===== config.mk =====
export PLATFORM = sky130hd
export DESIGN_NAME = ryuki_if_tracer
export DESIGN_NICKNAME = d
export VERILOG_FILES = /design/src/rtl/ryuki_if_tracer_pkg.sv /design/src/rtl/ryuki_trace_fifo.sv /design/src/rtl/ryuki_if_tracer.sv
export SDC_FILE = /design/constraint.sdc
export NUM_CORES = 2
export LEC_CHECK = 0
export BUFFER_PORTS_ARGS = -buffer_cell sky130_fd_sc_hd__buf_4
export CELL_PAD_IN_SITES_DETAIL_PLACEMENT = 1
export CELL_PAD_IN_SITES_GLOBAL_PLACEMENT = 1
export CORE_MARGIN = 2
export CORE_UTILIZATION = 35
export DETAILED_ROUTE_END_ITERATION = 8
export PLACE_DENSITY = 0.59
export SKIP_LAST_GASP = 1
export SLEW_MARGIN = 20
export SYNTH_ARGS = -nofsm -noshare
export SYNTH_HDL_FRONTEND = slang
export SYNTH_HIERARCHICAL = 1
export SYNTH_SLANG_ARGS = --single-unit
export TNS_END_PERCENT = 100

===== constraint.sdc =====
create_clock -name clk -period 65 [get_ports clk]
set_input_delay 9.75 -clock clk [delete_from_list [all_inputs] [get_ports clk]]
set_output_delay 9.75 -clock clk [all_outputs]
set_load 0.01 [all_outputs]

===== src/rtl/ryuki_if_tracer_pkg.sv =====
// Shared types and default sizes for the Ryuki instruction-fetch tracer.
package ryuki_if_tracer_pkg;

  localparam int unsigned RYUKI_DATA_WIDTH = 32;
  localparam int unsigned RYUKI_ADDR_WIDTH = 32;
  localparam int unsigned RYUKI_TIME_WIDTH = 32;

  typedef enum logic [1:0] {
    IDLE        = 2'd0,
    WAIT_GNT    = 2'd1,
    WAIT_RVALID = 2'd2,
    WAIT_DONE   = 2'd3
  } if_tracer_state_t;

endpackage


===== src/rtl/ryuki_trace_fifo.sv =====
// Synchronous FIFO with a registered head entry; accepts push and pop together when full.
module ryuki_trace_fifo #(
  parameter int unsigned WIDTH = 8,
  parameter int unsigned DEPTH = 8
) (
  input  logic                     clk_i,
  input  logic                     rst_ni,
  input  logic                     push_i,
  input  logic [WIDTH-1:0]         data_i,
  input  logic                     pop_i,
  output logic                     valid_o,
  output logic [WIDTH-1:0]         head_o,
  output logic [$clog2(DEPTH):0]   count_o,
  output logic                     drop_o
);

  localparam int unsigned PTR_W = $clog2(DEPTH);
  localparam int unsigned CNT_W = PTR_W + 1;

  logic [WIDTH-1:0] mem_q [DEPTH];
  logic [PTR_W-1:0] rd_ptr_q, rd_ptr_d, wr_ptr_q, wr_ptr_d, rd_next;
  logic [CNT_W-1:0] count_q, count_d;
  logic [WIDTH-1:0] head_q, head_d;
  logic             full, pop, push_ok;

  assign full    = (count_q == CNT_W'(DEPTH));
  assign pop     = pop_i && (count_q != '0);
  assign push_ok = push_i && (!full || pop);
  assign drop_o  = push_i && full && !pop;
  assign rd_next = rd_ptr_q + PTR_W'(1);

  assign valid_o = (count_q != '0);
  assign head_o  = head_q;
  assign count_o = count_q;

  always_comb begin
    rd_ptr_d = pop ? rd_next : rd_ptr_q;
    wr_ptr_d = push_ok ? wr_ptr_q + PTR_W'(1) : wr_ptr_q;
    count_d  = count_q;
    unique case ({push_ok, pop})
      2'b10:   count_d = count_q + CNT_W'(1);
      2'b01:   count_d = count_q - CNT_W'(1);
      default: count_d = count_q;
    endcase
    // Head mirrors mem_q[rd_ptr]; a lone entry being popped hands over straight to the incoming push
    head_d = head_q;
    if (pop) begin
      if (count_q == CNT_W'(1)) begin
        if (push_ok) head_d = data_i;
      end else begin
        head_d = mem_q[rd_next];
      end
    end else if ((count_q == '0) && push_ok) begin
      head_d = data_i;
    end
  end

  always_ff @(posedge clk_i) begin
    if (push_ok) mem_q[wr_ptr_q] <= data_i;
  end

  always_ff @(posedge clk_i) begin
    if (!rst_ni) begin
      rd_ptr_q <= '0;
      wr_ptr_q <= '0;
      count_q  <= '0;
      head_q   <= '0;
    end else begin
      rd_ptr_q <= rd_ptr_d;
      wr_ptr_q <= wr_ptr_d;
      count_q  <= count_d;
      head_q   <= head_d;
    end
  end

endmodule


===== src/rtl/ryuki_if_tracer.sv =====
// Passive IF-stage observer: timestamps one fetch at a time and queues a trace record per fetch.
module ryuki_if_tracer
  import ryuki_if_tracer_pkg::*;
#(
  parameter int unsigned DATA_WIDTH = RYUKI_DATA_WIDTH,
  parameter int unsigned ADDR_WIDTH = RYUKI_ADDR_WIDTH,
  parameter int unsigned TIME_WIDTH = RYUKI_TIME_WIDTH,
  parameter int unsigned DEPTH      = 8,
  parameter int unsigned OVF_WIDTH  = 16
) (
  input  logic                    clk,
  input  logic                    rst_n,
  input  logic                    fetch_req,
  input  logic [ADDR_WIDTH-1:0]   fetch_addr,
  input  logic                    mem_gnt,
  input  logic                    mem_rvalid,
  input  logic [DATA_WIDTH-1:0]   mem_rdata,
  input  logic                    if_done,
  output logic                    trace_valid,
  input  logic                    trace_ready,
  output logic [DATA_WIDTH-1:0]   trace_instr,
  output logic [ADDR_WIDTH-1:0]   trace_addr,
  output logic [TIME_WIDTH-1:0]   trace_if_start,
  output logic [TIME_WIDTH-1:0]   trace_if_end,
  output logic [TIME_WIDTH-1:0]   trace_mem_start,
  output logic [TIME_WIDTH-1:0]   trace_mem_end,
  output logic [$clog2(DEPTH):0]  trace_count,
  output logic [OVF_WIDTH-1:0]    trace_overflow
);

  typedef struct packed {
    logic [DATA_WIDTH-1:0] instr;
    logic [ADDR_WIDTH-1:0] addr;
    logic [TIME_WIDTH-1:0] if_start;
    logic [TIME_WIDTH-1:0] if_end;
    logic [TIME_WIDTH-1:0] mem_start;
    logic [TIME_WIDTH-1:0] mem_end;
  } trace_record_t;

  localparam int unsigned REC_W = $bits(trace_record_t);

  if_tracer_state_t      state_q, state_d;
  logic [TIME_WIDTH-1:0] now_q;
  logic [ADDR_WIDTH-1:0] addr_q;
  logic [DATA_WIDTH-1:0] instr_q;
  logic [TIME_WIDTH-1:0] if_start_q, mem_start_q, mem_end_q;
  logic [OVF_WIDTH-1:0]  ovf_q;

  logic          cap_fetch, cap_gnt, cap_rvalid, push, drop, fifo_valid;
  trace_record_t push_rec, head_rec;
  logic [REC_W-1:0] head_bits;

  always_ff @(posedge clk) begin
    if (!rst_n) now_q <= '0;
    else        now_q <= now_q + TIME_WIDTH'(1);
  end

  always_ff @(posedge clk) begin
    if (!rst_n) state_q <= IDLE;
    else        state_q <= state_d;
  end

  always_comb begin
    state_d = state_q;
    unique case (state_q)
      IDLE:        if (fetch_req)  state_d = mem_gnt ? WAIT_RVALID : WAIT_GNT;
      WAIT_GNT:    if (mem_gnt)    state_d = WAIT_RVALID;
      WAIT_RVALID: if (mem_rvalid) state_d = if_done ? IDLE : WAIT_DONE;
      WAIT_DONE:   if (if_done)    state_d = IDLE;
      default:                     state_d = IDLE;
    endcase
  end

  always_comb begin
    cap_fetch  = (state_q == IDLE) && fetch_req;
    cap_gnt    = mem_gnt && (((state_q == IDLE) && fetch_req) || (state_q == WAIT_GNT));
    cap_rvalid = (state_q == WAIT_RVALID) && mem_rvalid;
    push       = ((state_q == WAIT_RVALID) && mem_rvalid && if_done) ||
                 ((state_q == WAIT_DONE) && if_done);
  end

  always_ff @(posedge clk) begin
    if (!rst_n) begin
      addr_q      <= '0;
      instr_q     <= '0;
      if_start_q  <= '0;
      mem_start_q <= '0;
      mem_end_q   <= '0;
    end else begin
      if (cap_fetch) begin
        addr_q     <= fetch_addr;
        if_start_q <= now_q;
      end
      if (cap_gnt) mem_start_q <= now_q;
      if (cap_rvalid) begin
        instr_q   <= mem_rdata;
        mem_end_q <= now_q;
      end
    end
  end

  // A fetch can finish in the same cycle its data returns, so take rdata/now directly then
  always_comb begin
    push_rec.instr     = (state_q == WAIT_RVALID) ? mem_rdata : instr_q;
    push_rec.addr      = addr_q;
    push_rec.if_start  = if_start_q;
    push_rec.if_end    = now_q;
    push_rec.mem_start = mem_start_q;
    push_rec.mem_end   = (state_q == WAIT_RVALID) ? now_q : mem_end_q;
  end

  ryuki_trace_fifo #(
    .WIDTH (REC_W),
    .DEPTH (DEPTH)
  ) u_fifo (
    .clk_i   (clk),
    .rst_ni  (rst_n),
    .push_i  (push),
    .data_i  (push_rec),
    .pop_i   (trace_ready),
    .valid_o (fifo_valid),
    .head_o  (head_bits),
    .count_o (trace_count),
    .drop_o  (drop)
  );

  always_ff @(posedge clk) begin
    if (!rst_n)                      ovf_q <= '0;
    else if (drop && (ovf_q != '1))  ovf_q <= ovf_q + OVF_WIDTH'(1);
  end

  assign head_rec        = head_bits;
  assign trace_valid     = fifo_valid;
  assign trace_instr     = head_rec.instr;
  assign trace_addr      = head_rec.addr;
  assign trace_if_start  = head_rec.if_start;
  assign trace_if_end    = head_rec.if_end;
  assign trace_mem_start = head_rec.mem_start;
  assign trace_mem_end   = head_rec.mem_end;
  assign trace_overflow  = ovf_q;

endmodule


==> results.yml <==
status:
  outcome: "complete, no violations"
worst_setup_path:
  path_class: "input pin to flip-flop"
  ff2ff_path_depth: 9
  cp-startpoint: "rst_n"
  start_kind: "input pin"
  r2r_start: "u_fifo/count_o[0]"
  critPathMaxFanout: 55
  r2r-end: "u_fifo/head_o[19]"
  worst_ep_required_time_ns: 65.78
  worstSetupEndpointType: "flip-flop"
  critPathArrivalTime_ns: 13.88
  r2r_slack_ns: 60.01
worst_hold_path:
  whs_endpoint: "instr_q[6]"
  hold_class: "flip-flop to flip-flop"
  hp-start: "instr_q[6]"
  min_delay_path_depth: 2
sta:
  fin_crit_ns: 13.11
  hold_viol: 0
  max_freq_mhz: 76.3
  worst_slack_ns: 51.89
  worst_slew_pin_slew_ns: 1.10
  rsz0062_at_grt: "no"
  fin_crit_sh: 0.202
  hold_ws_ns: 0.454
  timing.setup.tns_ns: 0
  slew_viol_final: 0
  setup_viol: 0
  worst_clock_skew_ns: 0.0401
  slew_headroom: 0.264
cells_and_area:
  fillers: 19654
  area_delta_synth_final_pct: 16.3
  regArea_sq_mm: 0.0544
  drive_gt1_frac: 0.250
  nNetsFinal: 4394
  multiInputGateArea_sq_mm: 0.0169
yosys:
  synth_cells: 4010
  synth-main-ff-cell: "edfxtp_1"
  syn_area_sq_mm: 0.0724
  synth_seq_cells: 1948
  synth_warnings: 6
  postSynth.asyncResetShare: 0
  synth_cell_types: 51
  syn_nets: 4089
  synth-edff-count: 1536
  avgSynthCellArea_sq_um: 18.0
  seq_area_frac_synth: 0.751
detailed_routing:
  drc: 0
  drtIter0Drc: 2759
  wl_per_cell_microns: 27.1
  vias: 38560
  firstDrtPassIters: 5
  drtAntennaViolNets: 0
  drt_wl_total_mm: 195
  viasPerCell: 5.37
clocking:
  cts-root-buf: "clkbuf_16"
  htree_levels: 4
  cts_resized: 0
  insertion_delay_ns: 0.84
  cts_buffers: 197
  post_cts_buffers: 0
  ctsHoldBuffers: 0
  cts_num_sinks: 1948
  cts.clk_slew.worst_paths_ns: 0.06
  cts_tree: "built"
  cts_buffer_depth: 3
power:
  ir_drop_mv: 0.0320
  power_per_cell_area_mw_per_mm2: 37.5
  cellLeakagePower_nw: 28.3
placed_design:
  gp_congestion: 0.718
  port_buffers: 283
  dp_slack_ns: 51.02
  hpwl_mm: 106
job:
  drv_cap: 0
floorplan:
  core_sq_mm: 0.205
  die_w_microns: 459
  die_y_microns: 459
  start_util: 0.353
  die_area_sq_mm: 0.210
  rows: 166
  ios: 284
global_routing:
  grt_max_degree: 126
  grt_antenna_before_repair: 4
  grt_pass1_wl_mm: 288
  first_global_vias: 41310
  overflow: 0
  grt.total_usage: 0.185
==> Yosys cell counts (all sizes together), types with 2 or more instances <==
| master | number | area (sq um) |
|---|---|---|
| nand4 | 14 | 93.8 |
| nor2 | 30 | 113 |
| xor2 | 10 | 87.6 |
| o2111a | 2 | 22.5 |
| a211oi | 2 | 15.0 |
| nor3b | 2 | 15.0 |
| mux4 | 384 | 8650 |
| ha | 8 | 100 |
| edfxtp | 1536 | 46100 |
| xnor2 | 8 | 70.1 |
| and3 | 2 | 12.5 |
| clkbuf | 103 | 387 |
| or2 | 2 | 12.5 |
| o311ai | 3 | 26.3 |
| o21ai | 15 | 75.1 |
| nor4 | 8 | 56.3 |
| a22oi | 384 | 2880 |
| o211ai | 3 | 22.5 |
| and2 | 5 | 31.3 |
| a21oi | 188 | 941 |
| or4 | 13 | 97.6 |
| nand2b | 10 | 62.6 |
| a31oi | 3 | 18.8 |
| mux2 | 64 | 721 |
| buf | 154 | 810 |
| or3 | 17 | 106 |
| and4 | 4 | 35.0 |
| mux2i | 7 | 70.1 |
| inv | 14 | 52.6 |
| nor3 | 10 | 50.1 |
| nand3 | 18 | 90.1 |
| o41ai | 2 | 17.5 |
| o31ai | 13 | 97.6 |
| dfxtp | 412 | 8250 |
| nand2 | 550 | 2060 |
==> metal layers <==
layer,global-route usage,vias up,routed length [microns]
met2,0.320,825,99200
met5,0,-,13
met3,0.0290,238,8580
met4,0.0504,2,4410
met1,0.240,20869,82500
li1,-,16626,-
==> worst max path at each step <==
| stage | cells past startpoint | end |
|---|---|---|
| finish | 7 | u_fifo/head_o[19] |
| floorplan | 5 | u_fifo/mem_q[0][0] |
| global route | 7 | u_fifo/head_o[19] |
| global placement | 7 | u_fifo/head_o[171] |
| detailed placement | 7 | u_fifo/head_o[19] |
| CTS | 9 | u_fifo/mem_q[5][149] |
==> through the flow <==
step / util / cell area (sq um) / total power, mW / std cells
floorplan: - / 72400 / 1.80 / 4010
global placement: 0.378 / 77500 / 2.04 / 6802
detailed placement: 0.378 / 77500 / 2.04 / 6803
CTS: 0.410 / 84100 / 3.20 / 7177
global route: 0.411 / 84200 / 3.28 / 7180
finish: 0.411 / 84200 / 3.15 / 7180
==> cells in the final DEF (no fill, tap or decap), types with 5 or more instances in the layout <==
master	instances
o31ai_1	13
bufinv_16	21
clkbuf_16	199
clkbuf_1	59
or3_1	17
clkinv_1	28
o21ai_0	15
nand2_1	548
clkbuf_8	20
a22oi_1	384
mux2i_1	7
buf_4	352
xor2_1	9
or4_1	13
dfxtp_1	411
a21oi_1	188
inv_1	14
nand4_1	13
buf_12	8
mux4_2	384
clkinv_2	28
nand2b_1	9
nor2_1	26
nor4_1	6
nand3_1	18
ha_1	8
mux2_2	64
nor3_2	5
nor3_1	5
edfxtp_1	1536
xnor2_1	8
==> state kept, by name, indices dropped and copies added, names as in the netlist, 32 cells and up <==
signal,cells
mem_end_q,32
u_fifo/head_o,192
if_start_q,32
mem_start_q,32
addr_q,32
now_q,32
u_fifo/mem_q,1536
instr_q,32
==> cells by family after synthesis <==
kind of cell | count (synthesis) | share of synthesized area
xor gates and xnor gates | 18 | 0.00218
adders and majority gates | 8 | 0.00138
muxes | 455 | 0.130
buffers and inverters | 272 | 0.0173
and+or+nand+nor | 688 | 0.0396
AOI/OAI and AO/OA | 621 | 0.0577
DFF | 1948 | 0.751
==> power by group <==
group	leakage [nW]	internal [mW]	switching (mW)
Clock	3.23	0.673	0.483
Sequential	18.2	1.39	0.0724
Combinational	6.82	0.244	0.287
Total	28.3	2.31	0.842
==> worst max-delay path: stages <==
cell and delay, ns:
buf_4 0.42, o2111a_4 0.89, buf_4 0.75, buf_4 0.92, buf_4 0.78, a22oi_1 0.17
nand2_1 0.12
==> final cells by class <==
type / instances / share of cell area
Inverter: 15 / 0.000758
Tap cell: 2688 / 0.0400
Sequential cell: 1948 / 0.646
Timing Repair Buffer: 363 / 0.0339
Multi-Input combinational cell: 1790 / 0.201
Clock inverter: 96 / 0.0137
Clock buffer: 278 / 0.0651
Antenna cell: 2 / 0.0000595
Power figures use the tool's default switching activity.
